## src/rtl/alu_exec_ctrl_if.sv

```systemverilog
// Instruction handshake and ALU operand/result bus for alu_exec_ctrl.
// master: instruction source plus the combinational ALU it feeds.
// slave : the execute-stage controller (alu_exec_ctrl).
interface alu_exec_ctrl_if;
    // Decoded instruction, valid/ready handshake
    logic       instr_valid;
    logic       instr_ready;
    logic [3:0] instr_op;
    logic [1:0] instr_rd;
    logic [1:0] instr_rs;
    logic       instr_use_imm;
    logic [7:0] instr_imm;
    logic       instr_use_carry;

    // Registered ALU inputs
    logic [7:0] alu_a;
    logic [7:0] alu_b;
    logic [3:0] alu_op;
    logic       alu_cin;

    // Combinational ALU outputs
    logic [7:0] alu_res;
    logic       alu_cout;
    logic       alu_zero;
    logic       alu_ovf;

    modport master (
        output instr_valid, instr_op, instr_rd, instr_rs,
               instr_use_imm, instr_imm, instr_use_carry,
        input  instr_ready,
        input  alu_a, alu_b, alu_op, alu_cin,
        output alu_res, alu_cout, alu_zero, alu_ovf
    );

    modport slave (
        input  instr_valid, instr_op, instr_rd, instr_rs,
               instr_use_imm, instr_imm, instr_use_carry,
        output instr_ready,
        output alu_a, alu_b, alu_op, alu_cin,
        input  alu_res, alu_cout, alu_zero, alu_ovf
    );
endinterface

```

## src/rtl/alu_exec_ctrl.sv

```systemverilog
// Execute-stage controller: register file, operand staging, ALU result writeback, C/Z/V flags.
// Latency: accept at E0, ALU inputs at E1, ALU outputs sampled at E2, writeback at E3, done pulse E3..E4.
// Backpressure: instr_ready high only in IDLE; one instruction every 4 cycles, next accept at E4.
//
// Ports:
//   clk, rst           clock, asynchronous active-high reset
//   bus (slave)        instruction handshake + ALU operand/result bus
//   done               one-cycle retire pulse
//   flag_c/z/v         architectural flags
//   load_en/addr/data  external register-file write port (any state)
//   dbg_addr/dbg_data  combinational register-file read port
module alu_exec_ctrl (
    input  logic             clk,
    input  logic             rst,
    alu_exec_ctrl_if.slave   bus,
    output logic             done,
    output logic             flag_c,
    output logic             flag_z,
    output logic             flag_v,
    input  logic             load_en,
    input  logic [1:0]       load_addr,
    input  logic [7:0]       load_data,
    input  logic [1:0]       dbg_addr,
    output logic [7:0]       dbg_data
);

    typedef enum logic [1:0] {
        ST_IDLE = 2'd0,
        ST_OPER = 2'd1,
        ST_EXEC = 2'd2,
        ST_WB   = 2'd3
    } state_t;

    // Opcodes 0..8 write back; 9 (NOP) and reserved 10..15 retire silently.
    localparam logic [3:0] LAST_WRITING_OP = 4'd8;

    state_t     state;
    logic [7:0] rf [4];

    // Latched instruction fields
    logic [3:0] lat_op;
    logic [1:0] lat_rd;
    logic [1:0] lat_rs;
    logic       lat_use_imm;
    logic [7:0] lat_imm;
    logic       lat_use_carry;

    // ALU result/flag holding registers (captured in EXEC)
    logic [7:0] res_q;
    logic       cout_q;
    logic       zero_q;
    logic       ovf_q;

    // ALU operand registers, held between instructions
    logic [7:0] alu_a_q;
    logic [7:0] alu_b_q;
    logic [3:0] alu_op_q;
    logic       alu_cin_q;

    assign bus.alu_a   = alu_a_q;
    assign bus.alu_b   = alu_b_q;
    assign bus.alu_op  = alu_op_q;
    assign bus.alu_cin = alu_cin_q;

    assign bus.instr_ready = (state == ST_IDLE);
    assign dbg_data        = rf[dbg_addr];

    always_ff @(posedge clk or posedge rst) begin
        if (rst) begin
            state         <= ST_IDLE;
            for (int i = 0; i < 4; i++) begin
                rf[i] <= 8'h00;
            end
            lat_op        <= 4'd0;
            lat_rd        <= 2'd0;
            lat_rs        <= 2'd0;
            lat_use_imm   <= 1'b0;
            lat_imm       <= 8'h00;
            lat_use_carry <= 1'b0;
            res_q         <= 8'h00;
            cout_q        <= 1'b0;
            zero_q        <= 1'b0;
            ovf_q         <= 1'b0;
            alu_a_q       <= 8'h00;
            alu_b_q       <= 8'h00;
            alu_op_q      <= 4'd0;
            alu_cin_q     <= 1'b0;
            flag_c        <= 1'b0;
            flag_z        <= 1'b0;
            flag_v        <= 1'b0;
            done          <= 1'b0;
        end else begin
            done <= 1'b0;

            // External load first: a writeback to the same address later
            // in this block overrides it on the same edge.
            if (load_en) begin
                rf[load_addr] <= load_data;
            end

            case (state)
                ST_IDLE: begin
                    if (bus.instr_valid) begin
                        lat_op        <= bus.instr_op;
                        lat_rd        <= bus.instr_rd;
                        lat_rs        <= bus.instr_rs;
                        lat_use_imm   <= bus.instr_use_imm;
                        lat_imm       <= bus.instr_imm;
                        lat_use_carry <= bus.instr_use_carry;
                        state         <= ST_OPER;
                    end
                end

                ST_OPER: begin
                    // rf read here is the pre-edge contents, so a load on
                    // this same edge is not visible to the instruction.
                    alu_a_q   <= rf[lat_rd];
                    alu_b_q   <= lat_use_imm ? lat_imm : rf[lat_rs];
                    alu_op_q  <= lat_op;
                    alu_cin_q <= lat_use_carry & flag_c;
                    state     <= ST_EXEC;
                end

                ST_EXEC: begin
                    res_q  <= bus.alu_res;
                    cout_q <= bus.alu_cout;
                    zero_q <= bus.alu_zero;
                    ovf_q  <= bus.alu_ovf;
                    state  <= ST_WB;
                end

                ST_WB: begin
                    if (lat_op <= LAST_WRITING_OP) begin
                        rf[lat_rd] <= res_q;
                        flag_c     <= cout_q;
                        flag_z     <= zero_q;
                        flag_v     <= ovf_q;
                    end
                    done  <= 1'b1;
                    state <= ST_IDLE;
                end

                default: begin
                    state <= ST_IDLE;
                end
            endcase
        end
    end

endmodule

```

## src/flat_wrapper.sv

```systemverilog
// flat-port wrapper written by rule: the top's interface ports become plain ports
module alu_exec_ctrl_flat 
  (clk, rst, done, flag_c, flag_z, flag_v, load_en, load_addr, load_data, dbg_addr, dbg_data, bus_instr_valid, bus_instr_op, bus_instr_rd, bus_instr_rs, bus_instr_use_imm, bus_instr_imm, bus_instr_use_carry, bus_instr_ready, bus_alu_a, bus_alu_b, bus_alu_op, bus_alu_cin, bus_alu_res, bus_alu_cout, bus_alu_zero, bus_alu_ovf);
  alu_exec_ctrl_if bus_i ();
  input  logic clk;
  input  logic rst;
  output logic done;
  output logic flag_c;
  output logic flag_z;
  output logic flag_v;
  input  logic load_en;
  input  logic [1:0] load_addr;
  input  logic [7:0] load_data;
  input  logic [1:0] dbg_addr;
  output logic [7:0] dbg_data;
  input wire logic [$bits(bus_i.instr_valid)-1:0] bus_instr_valid;
  input wire logic [$bits(bus_i.instr_op)-1:0] bus_instr_op;
  input wire logic [$bits(bus_i.instr_rd)-1:0] bus_instr_rd;
  input wire logic [$bits(bus_i.instr_rs)-1:0] bus_instr_rs;
  input wire logic [$bits(bus_i.instr_use_imm)-1:0] bus_instr_use_imm;
  input wire logic [$bits(bus_i.instr_imm)-1:0] bus_instr_imm;
  input wire logic [$bits(bus_i.instr_use_carry)-1:0] bus_instr_use_carry;
  output wire logic [$bits(bus_i.instr_ready)-1:0] bus_instr_ready;
  output wire logic [$bits(bus_i.alu_a)-1:0] bus_alu_a;
  output wire logic [$bits(bus_i.alu_b)-1:0] bus_alu_b;
  output wire logic [$bits(bus_i.alu_op)-1:0] bus_alu_op;
  output wire logic [$bits(bus_i.alu_cin)-1:0] bus_alu_cin;
  input wire logic [$bits(bus_i.alu_res)-1:0] bus_alu_res;
  input wire logic [$bits(bus_i.alu_cout)-1:0] bus_alu_cout;
  input wire logic [$bits(bus_i.alu_zero)-1:0] bus_alu_zero;
  input wire logic [$bits(bus_i.alu_ovf)-1:0] bus_alu_ovf;
  assign bus_i.instr_valid = bus_instr_valid;
  assign bus_i.instr_op = bus_instr_op;
  assign bus_i.instr_rd = bus_instr_rd;
  assign bus_i.instr_rs = bus_instr_rs;
  assign bus_i.instr_use_imm = bus_instr_use_imm;
  assign bus_i.instr_imm = bus_instr_imm;
  assign bus_i.instr_use_carry = bus_instr_use_carry;
  assign bus_instr_ready = bus_i.instr_ready;
  assign bus_alu_a = bus_i.alu_a;
  assign bus_alu_b = bus_i.alu_b;
  assign bus_alu_op = bus_i.alu_op;
  assign bus_alu_cin = bus_i.alu_cin;
  assign bus_i.alu_res = bus_alu_res;
  assign bus_i.alu_cout = bus_alu_cout;
  assign bus_i.alu_zero = bus_alu_zero;
  assign bus_i.alu_ovf = bus_alu_ovf;
  alu_exec_ctrl u_core (.clk(clk), .rst(rst), .bus(bus_i), .done(done), .flag_c(flag_c), .flag_z(flag_z), .flag_v(flag_v), .load_en(load_en), .load_addr(load_addr), .load_data(load_data), .dbg_addr(dbg_addr), .dbg_data(dbg_data));
endmodule
```

## config.mk

```make
export PLATFORM = sky130hd
export DESIGN_NAME = alu_exec_ctrl_flat
export DESIGN_NICKNAME = d
export VERILOG_FILES = /design/src/rtl/alu_exec_ctrl_if.sv /design/src/rtl/alu_exec_ctrl.sv /design/src/flat_wrapper.sv
export SDC_FILE = /design/constraint.sdc
export NUM_CORES = 1
export LEC_CHECK = 0
export BUFFER_PORTS_ARGS = -buffer_cell sky130_fd_sc_hd__buf_2
export CORE_MARGIN = 8
export CORE_UTILIZATION = 32
export CTS_BUF_LIST = sky130_fd_sc_hd__clkbuf_4 sky130_fd_sc_hd__clkbuf_8
export CTS_CLUSTER_DIAMETER = 40
export DETAILED_ROUTE_END_ITERATION = 10
export PLACE_DENSITY = 0.55
export SLEW_MARGIN = 20
export SYNTH_ARGS = -nofsm -noshare
export SYNTH_HDL_FRONTEND = slang
export SYNTH_SLANG_ARGS = --single-unit
```

## constraint.sdc

```tcl
create_clock -name clk -period 3.82 [get_ports clk]
set_clock_uncertainty 0.1 [all_clocks]
set_input_delay 0.764 -clock clk [delete_from_list [all_inputs] [get_ports clk]]
set_output_delay 0.764 -clock clk [all_outputs]
set_load 0.1 [all_outputs]
```

# Word-level counts from Yosys, hierarchy flattened
# Index checks and enable logic that the tools add are counted.
totals:
  word_cells: 66
  out_inout_bits: 34
  reg_bits: 88
op_classes:
  n_bitwise: 5
  reduce_logical: 5
  magnitude_cmp: 7
  muxes: 22
  eq_ne: 4
op_table:
  columns: ["operator", "count"]
  rows:
  - ["32-bit two-way mux", 3]
  - ["8-bit two-way mux", 9]
  - ["32-bit bitwise mux", 2]
  - ["8-bit binary-select mux with 2-bit select", 3]
  - ["8-bit demux with 2-bit select", 2]
  - ["3-bit >= comparator (second input constant)", 4]
  - ["2-bit inverter with 3-bit output", 4]
  - ["2-bit case mux with 4 select lines", 1]
  - ["3-bit by 1-bit less-than comparator with 1-bit output (second input constant)", 2]
  - ["2-bit equality test (second input constant)", 2]
  - ["4-bit less-or-equal comparator (second input constant)", 1]
  - ["2-bit AND reduction", 2]
  - ["2-bit by 1-bit equality test with 1-bit output (second input constant)", 1]
  - ["1-bit logical AND", 2]
  - ["2-bit logical NOT", 1]
  - ["2-bit two-way mux", 1]
  - ["2-bit != test (second input constant)", 1]
  - ["1-bit bitwise AND", 1]
  - ["1-bit two-way mux", 1]

# Depth between registers and ports, before layout
# Gate-level depths: netlist (run 1).
logic_depth:
  depth_word: 10
  depth_mapped: 5
  mapped_depth_nobuf: 5

# Worst setup path before layout (run 1)
# Ideal clock, no wire load.
synth_path:
  path_type: "input-to-output"
  start: "input dbg_addr[1]"
  end: "output dbg_data[7]"
  stages: 2
  n_path_buf: 1
  arrival_time_ns: 1.864
  slack_ns: 1.092
  cell_sequence: "clkbuf_1 -> mux4_2"
synth_via:
  elab_chain_cells: 4
synth_lines:
  columns: ["element", "line_no", "source"]
  rows:
  - ["start, declared", "flat_wrapper.sv:14", "input logic [1:0] dbg_addr;"]
  - ["2-bit inverter with 3-bit output (implied by the code)", "alu_exec_ctrl.sv:66", "assign dbg_data = rf[dbg_addr];"]
  - ["8-bit binary-select mux with 2-bit select", "alu_exec_ctrl.sv:66", null]
  - ["8-bit two-way mux (implied by the code) (2 in series)", "alu_exec_ctrl.sv:66", null]
  - ["end, declared", "flat_wrapper.sv:15", "output logic [7:0] dbg_data;"]
# Every way passes these cells. The select of a mux whose other input is x is not followed.

# Worst setup path in the final report (run 1)
layout_path:
  start: "input dbg_addr[0]"
  end: "output dbg_data[2]"
# The elaborated chain is that of the path after synthesis.

==> results.ini, run 1 <==
[run_status]
status = complete, no violations

[grt]
grt_pass1_vias = 2877
grt_pass1_wl_mm = 17.31
antenna_found_initial = 0
grt_max_degree = 89
overflow = 0
track_usage_pct = 12.74

[drt]
wl_mm = 10.94
vias_per_cell = 4.861
top_layer = met4
dr.pass1.iters = 4
drt_first_iter_violations = 107
drc = 0
vias = 2659
ant_nets = 0
post_drt_wl_per_cell_um = 20.00
wl_met2_mm = 5.156
m1WireLength_mm = 5.125
wl_met3_um = 473

[timing]
slew-limit-headroom_pct = 42.71
worst_pin_slew_ns = 0.8573
slew_violations = 0
min_period_ns = 2.845
grt_setup_unrepaired = false
finalCritPeriodShare_pct = 74.48
fmax_mhz = 351.5
setup_tns_ns = 0
setup_viol = 0
hold_violations = 0

[floorplan]
die-area_um2 = 17780
core-area_um2 = 13670
start_util_pct = 32.25
row_count = 43
die_h_um = 133.4
ios = 79
die_w_um = 133.4

[cells_and_area]
areaGrowthSynthToFinish_pct = 19.05
final_cells = 547
fin_nets = 412
n_antenna_cell = 0
multi_input_area_um2 = 2131
nFillCells = 1353
design_area_um2 = 5246
drive_gt1_share_pct = 64.31
seq_area_um2 = 2202

[clock_network]
clock_latency_ns = 0.35
cts_sinks = 88
cts_root_buf = clkbuf_8
postCtsHoldBufs = 0
postCtsSetupBuffers = 0
htree_levels = 3
clock_path_buffers = 2
clkTransAtPathRegs_ns = 0.08
cts_made_buffers = 9
cts_resized = 0
cts_tree = done

[run]
maxCapViolCount = 0

[worst_setup_path]
r2r_slack_ns = 1.82
crit_arrival_ns = 1.98
critPathLaunchType = input pin
crit_fanout = 8
worst-setup-path-type = in2out
cp_data_required_time_ns = 2.96
cp-end-kind = output port

[logic_synthesis]
ys_warn_count = 0
ys_top_cells_by_count = mux2_2, dfrtp_1, mux4_2
synthesis.area_um2 = 4407
synth_flop_cell = dfrtp_1
synth_area_leader_cell = dfrtp_1
ys_ff_latch = 88
avgSynthCellArea_um2 = 15.52
synthDominantCellAreaShare_pct = 49.97
ys_seq_area_share_pct = 49.97
yosysMostFrequentCell = mux2_2
syn-num-nets = 334
synth_edf_count = 0
syn_inst = 284
ys_types = 23
ys_async_sr_fraction_pct = 100.0
synth_area_leaders = dfrtp_1, mux2_2, mux4_2

[placement]
dp.cells = 531
numPortBuffers = 78
globalplace.congestion = 0.7213
dp_hpwl_mm = 7.678
placed_area_um2 = 4992

[hold_path]
hold_class = in2async

-- worst max-delay path, stage by stage --
cell and delay [ns]:
buf_2 0.31, mux4_2 0.58, buf_2 0.31
-- logic make-up after synthesis --
kind of cell,count (synthesis),share of synthesized area (%)
muxes,141,41.94
DFF,88,49.97
and+or+nand+nor,22,3.379
buffers and inverters,17,1.675
AOI/OAI and AO/OA,11,1.618
adders and majority gates,5,1.420
-- placed cells by master (no fill, tap or decap), drive strengths merged, types with 2 or more instances in the layout --
cell and count:
nand4b 2, ha 5, inv 3, a21oi 9, mux2i 8, nand3 3, clkbuf 11, mux4 24
clkinv 2, dfrtp 88, bufinv 3, nand3b 2, buf 80, nor2 9, mux2 109, nand2 2
-- state kept, by name, indices dropped and copies added, names as in the netlist --
name                  count
u_core.bus.alu_a          8
u_core.bus.alu_b          8
u_core.bus.alu_cin        1
u_core.bus.alu_op         4
u_core.cout_q             1
u_core.done               1
u_core.flag_c             1
u_core.flag_v             1
u_core.flag_z             1
u_core.lat_imm            8
u_core.lat_op             4
u_core.lat_rd             2
u_core.lat_rs             2
u_core.lat_use_carry      1
u_core.lat_use_imm        1
u_core.ovf_q              1
u_core.res_q              8
u_core.rf                32
u_core.state              2
u_core.zero_q             1
-- worst paths after layout --
check | cells after the start | to | startpoint
worst max register to register | 4 | u_core.lat_rd[0] | u_core.state[0]
worst max-delay path | 3 | dbg_data[2] | dbg_addr[0]
worst min-delay path | 3 | u_core.bus.alu_op[3] | rst
max in group asynchronous | 3 | u_core.bus.alu_a[1] | rst
min in group clk | 1 | u_core.flag_z | u_core.flag_z
worst min register to register | 1 | u_core.flag_z | u_core.flag_z
-- layout make-up --
cell class / instances / area share, %
inverter: 4 / 0.3100
tap: 180 / 4.293
multi-input combinational: 179 / 40.62
timing repair buffer: 80 / 7.966
clock inverter: 5 / 1.956
clock buffer: 11 / 2.886
sequential: 88 / 41.97
-- metrics by stage --
stage	hold WS [ns]	worst slack, ns	util (%)
2_1_floorplan	0.3751	0.6774	-
3_3_place_gp	0.3841	0.9700	36.53
3_5_place_dp	0.3891	0.9658	36.53
4_1_cts	0.4089	0.9534	38.39
5_1_grt	0.4249	0.9226	38.39
6_report	0.3863	0.9750	38.39
-- metal layers --
layer / vias up / global-route usage, %
met5: - / 0
met3: 14 / 2.372
li1: 1230 / -
met1: 1362 / 17.10
met2: 53 / 19.69
met4: 0 / 5.490
Power of run 1 is left out: the tool's default activity adds up to more than one toggle a clock period on the data nets, which glitch-free logic cannot reach.
==> inputs of run 2 (changes only) <==
--- a/config.mk
+++ b/config.mk
@@ -11,7 +11,7 @@
 export CTS_BUF_LIST = sky130_fd_sc_hd__clkbuf_4 sky130_fd_sc_hd__clkbuf_8
 export CTS_CLUSTER_DIAMETER = 40
 export DETAILED_ROUTE_END_ITERATION = 10
-export PLACE_DENSITY = 0.55
+export PLACE_DENSITY = 0.56
 export SLEW_MARGIN = 20
 export SYNTH_ARGS = -nofsm -noshare
 export SYNTH_HDL_FRONTEND = slang
==> constraint.sdc (replaced) <==
create_clock -name clk -period 2.32 [get_ports clk]
set_clock_uncertainty 0.1 [all_clocks]
set_input_delay 0.464 -clock clk [delete_from_list [all_inputs] [get_ports clk]]
set_output_delay 0.464 -clock clk [all_outputs]
set_load 0.1 [all_outputs]
==> run 2 against run 1 <==
  * Worst hold slack worse by 0.32 ns
  * Count of clock-buffer cells in the layout increased by 1
  * Cell count is 1.8% higher
==> results.ini, run 2 (synthesis results as in run 1) <==
[cells_and_area]
final_cell_mix = mux2_2, dfrtp_1, buf_2, mux4_2, clkbuf_8
multi_input_area_um2 = 2133  ; +0.12%
nFillCells = 1355  ; +0.15%
fin_nets = 422  ; +2.4%
largest_reg_flops = 32  ; unchanged
n_antenna_cell = 0  ; unchanged
drive_gt1_share_pct = 65.52  ; +1.2 points
areaGrowthSynthToFinish_pct = 20.27
top_register = u_core.rf
seq_area_um2 = 2202  ; unchanged
layout_commonest_cell = mux2_2

[grt]
grt_pass1_vias = 2968  ; +3.2%
grt_max_degree = 49  ; -45%
grt_pass1_wl_mm = 17.23  ; -0.48%
grt_most_used_layer = met2
antenna_found_initial = 0  ; unchanged
grtUsageMet1_pct = 16.40  ; -0.70 points
overflow = 0  ; unchanged
gr-usage-met3_pct = 2.673  ; +0.30 points
track_usage_pct = 12.64  ; -0.10 points
grt_use_met2_pct = 20.02  ; +0.34 points

[clock_network]
cts_tree = done
cts_resized = 0  ; unchanged
cts_root_buf = clkbuf_8
htree_levels = 3  ; unchanged
postCtsHoldBufs = 0  ; unchanged
clock_latency_ns = 0.36  ; about the same
postCtsSetupBuffers = 0  ; unchanged
cts_sinks = 88  ; unchanged
clkTransAtPathRegs_ns = 0.09  ; about the same
clock_path_buffers = 2  ; unchanged
cts_made_buffers = 9  ; unchanged

[timing]
hold_violations = 0  ; unchanged
whs_ns = 0.06393  ; -0.3223 ns
fmax_mhz = 465.0
grt_setup_unrepaired = false
slew-limit-headroom_pct = 56.08  ; +13 points
finalCritPeriodShare_pct = 92.70
min_period_ns = 2.151
setup_tns_ns = 0  ; unchanged
slew_violations = 0  ; unchanged
worst_pin_slew_ns = 0.6588  ; -0.1985 ns
setup_viol = 0  ; unchanged

[worst_setup_path]
crit_chain = mux4_2 > buf_2
cp_slowest_cell = mux4_2
crit_arrival_ns = 1.59  ; -0.39 ns
crit_fanout = 4  ; -4
reg2reg_from = u_core.lat_op[0]
cp-end-kind = output port
critPathLaunchType = flip-flop
worst-setup-path-type = reg2out
cp-startpoint = u_core.rf[26]
cp_data_required_time_ns = 1.76  ; -1.20 ns
cpPeakStageDelay_ns = 0.49  ; -0.09 ns
worstRegToRegCells = 3  ; -1

[placement]
dp_hpwl_mm = 7.651  ; -0.35%
numPortBuffers = 78  ; unchanged
globalplace.congestion = 0.7589  ; +5.2%

[floorplan]
die_w_um = 133.4  ; unchanged
row_count = 43  ; unchanged
die-area_um2 = 17780  ; unchanged
start_util_pct = 32.25  ; unchanged
ios = 79  ; unchanged
core-area_um2 = 13670  ; unchanged
die_h_um = 133.4  ; unchanged

[hold_path]
hold_class = in2async

[drt]
vias_per_cell = 4.855  ; -0.13%
wl_mm = 10.82  ; -1.1%
post_drt_wl_per_cell_um = 19.42  ; -2.9%
dr.pass1.iters = 5  ; +1
vias = 2704  ; +1.7%
drc = 0  ; unchanged
drt_first_iter_violations = 166  ; +55%
ant_nets = 0  ; unchanged

[run]
maxCapViolCount = 0  ; unchanged

[run_status]
status = complete, no violations

run 2: stage by stage:
stage                     setup slack, ns  util (%)  instance area (um2)  instances
after floorplan                    0.1916         -                 4413        284
after global placement             0.1827     37.41                 5112        541
after detailed placement           0.1893     37.41                 5112        541
after CTS                          0.1534     38.78                 5300        557
after global routing               0.1008     38.78                 5300        557
final                              0.1694     38.78                 5300        557
run 2: cell type report:
type                       count  area share (%)
timing repair buffer          90           10.06
tap                          180           4.249
clock buffer                  12           2.998
inverter                       4          0.3541
clock inverter                 4          0.5430
multi-input combinational    179           40.25
sequential                    88           41.55
run 2: final timing paths:
| path | endpoint | slack, ns |
|---|---|---|
| hold / removal | u_core.lat_imm[6] | 0.06 |
| max in group asynchronous | u_core.state[0] | 1.42 |
| setup / recovery | dbg_data[2] | 0.17 |
| setup reg to reg | u_core.rf[21] | 0.45 |
| min in group clk | u_core.lat_use_carry | 0.23 |
| hold reg to reg | u_core.bus.alu_op[3] | 0.41 |
run 2: worst max-delay path: cells and delay by family (launching register included):
| kind | cells | cell delay, ns |
|---|---|---|
| muxes | 1 | 0.49 |
| DFF | 1 | 0.42 |
| buffers and inverters | 1 | 0.31 |
run 2: routing by layer:
metal  up-vias  wire, um
li1       1246         -
met1      1384      5027
met2        62      5119
met3        12       473
met4         0       197
met5         -         0
Power of run 2 is left out for the same reason.
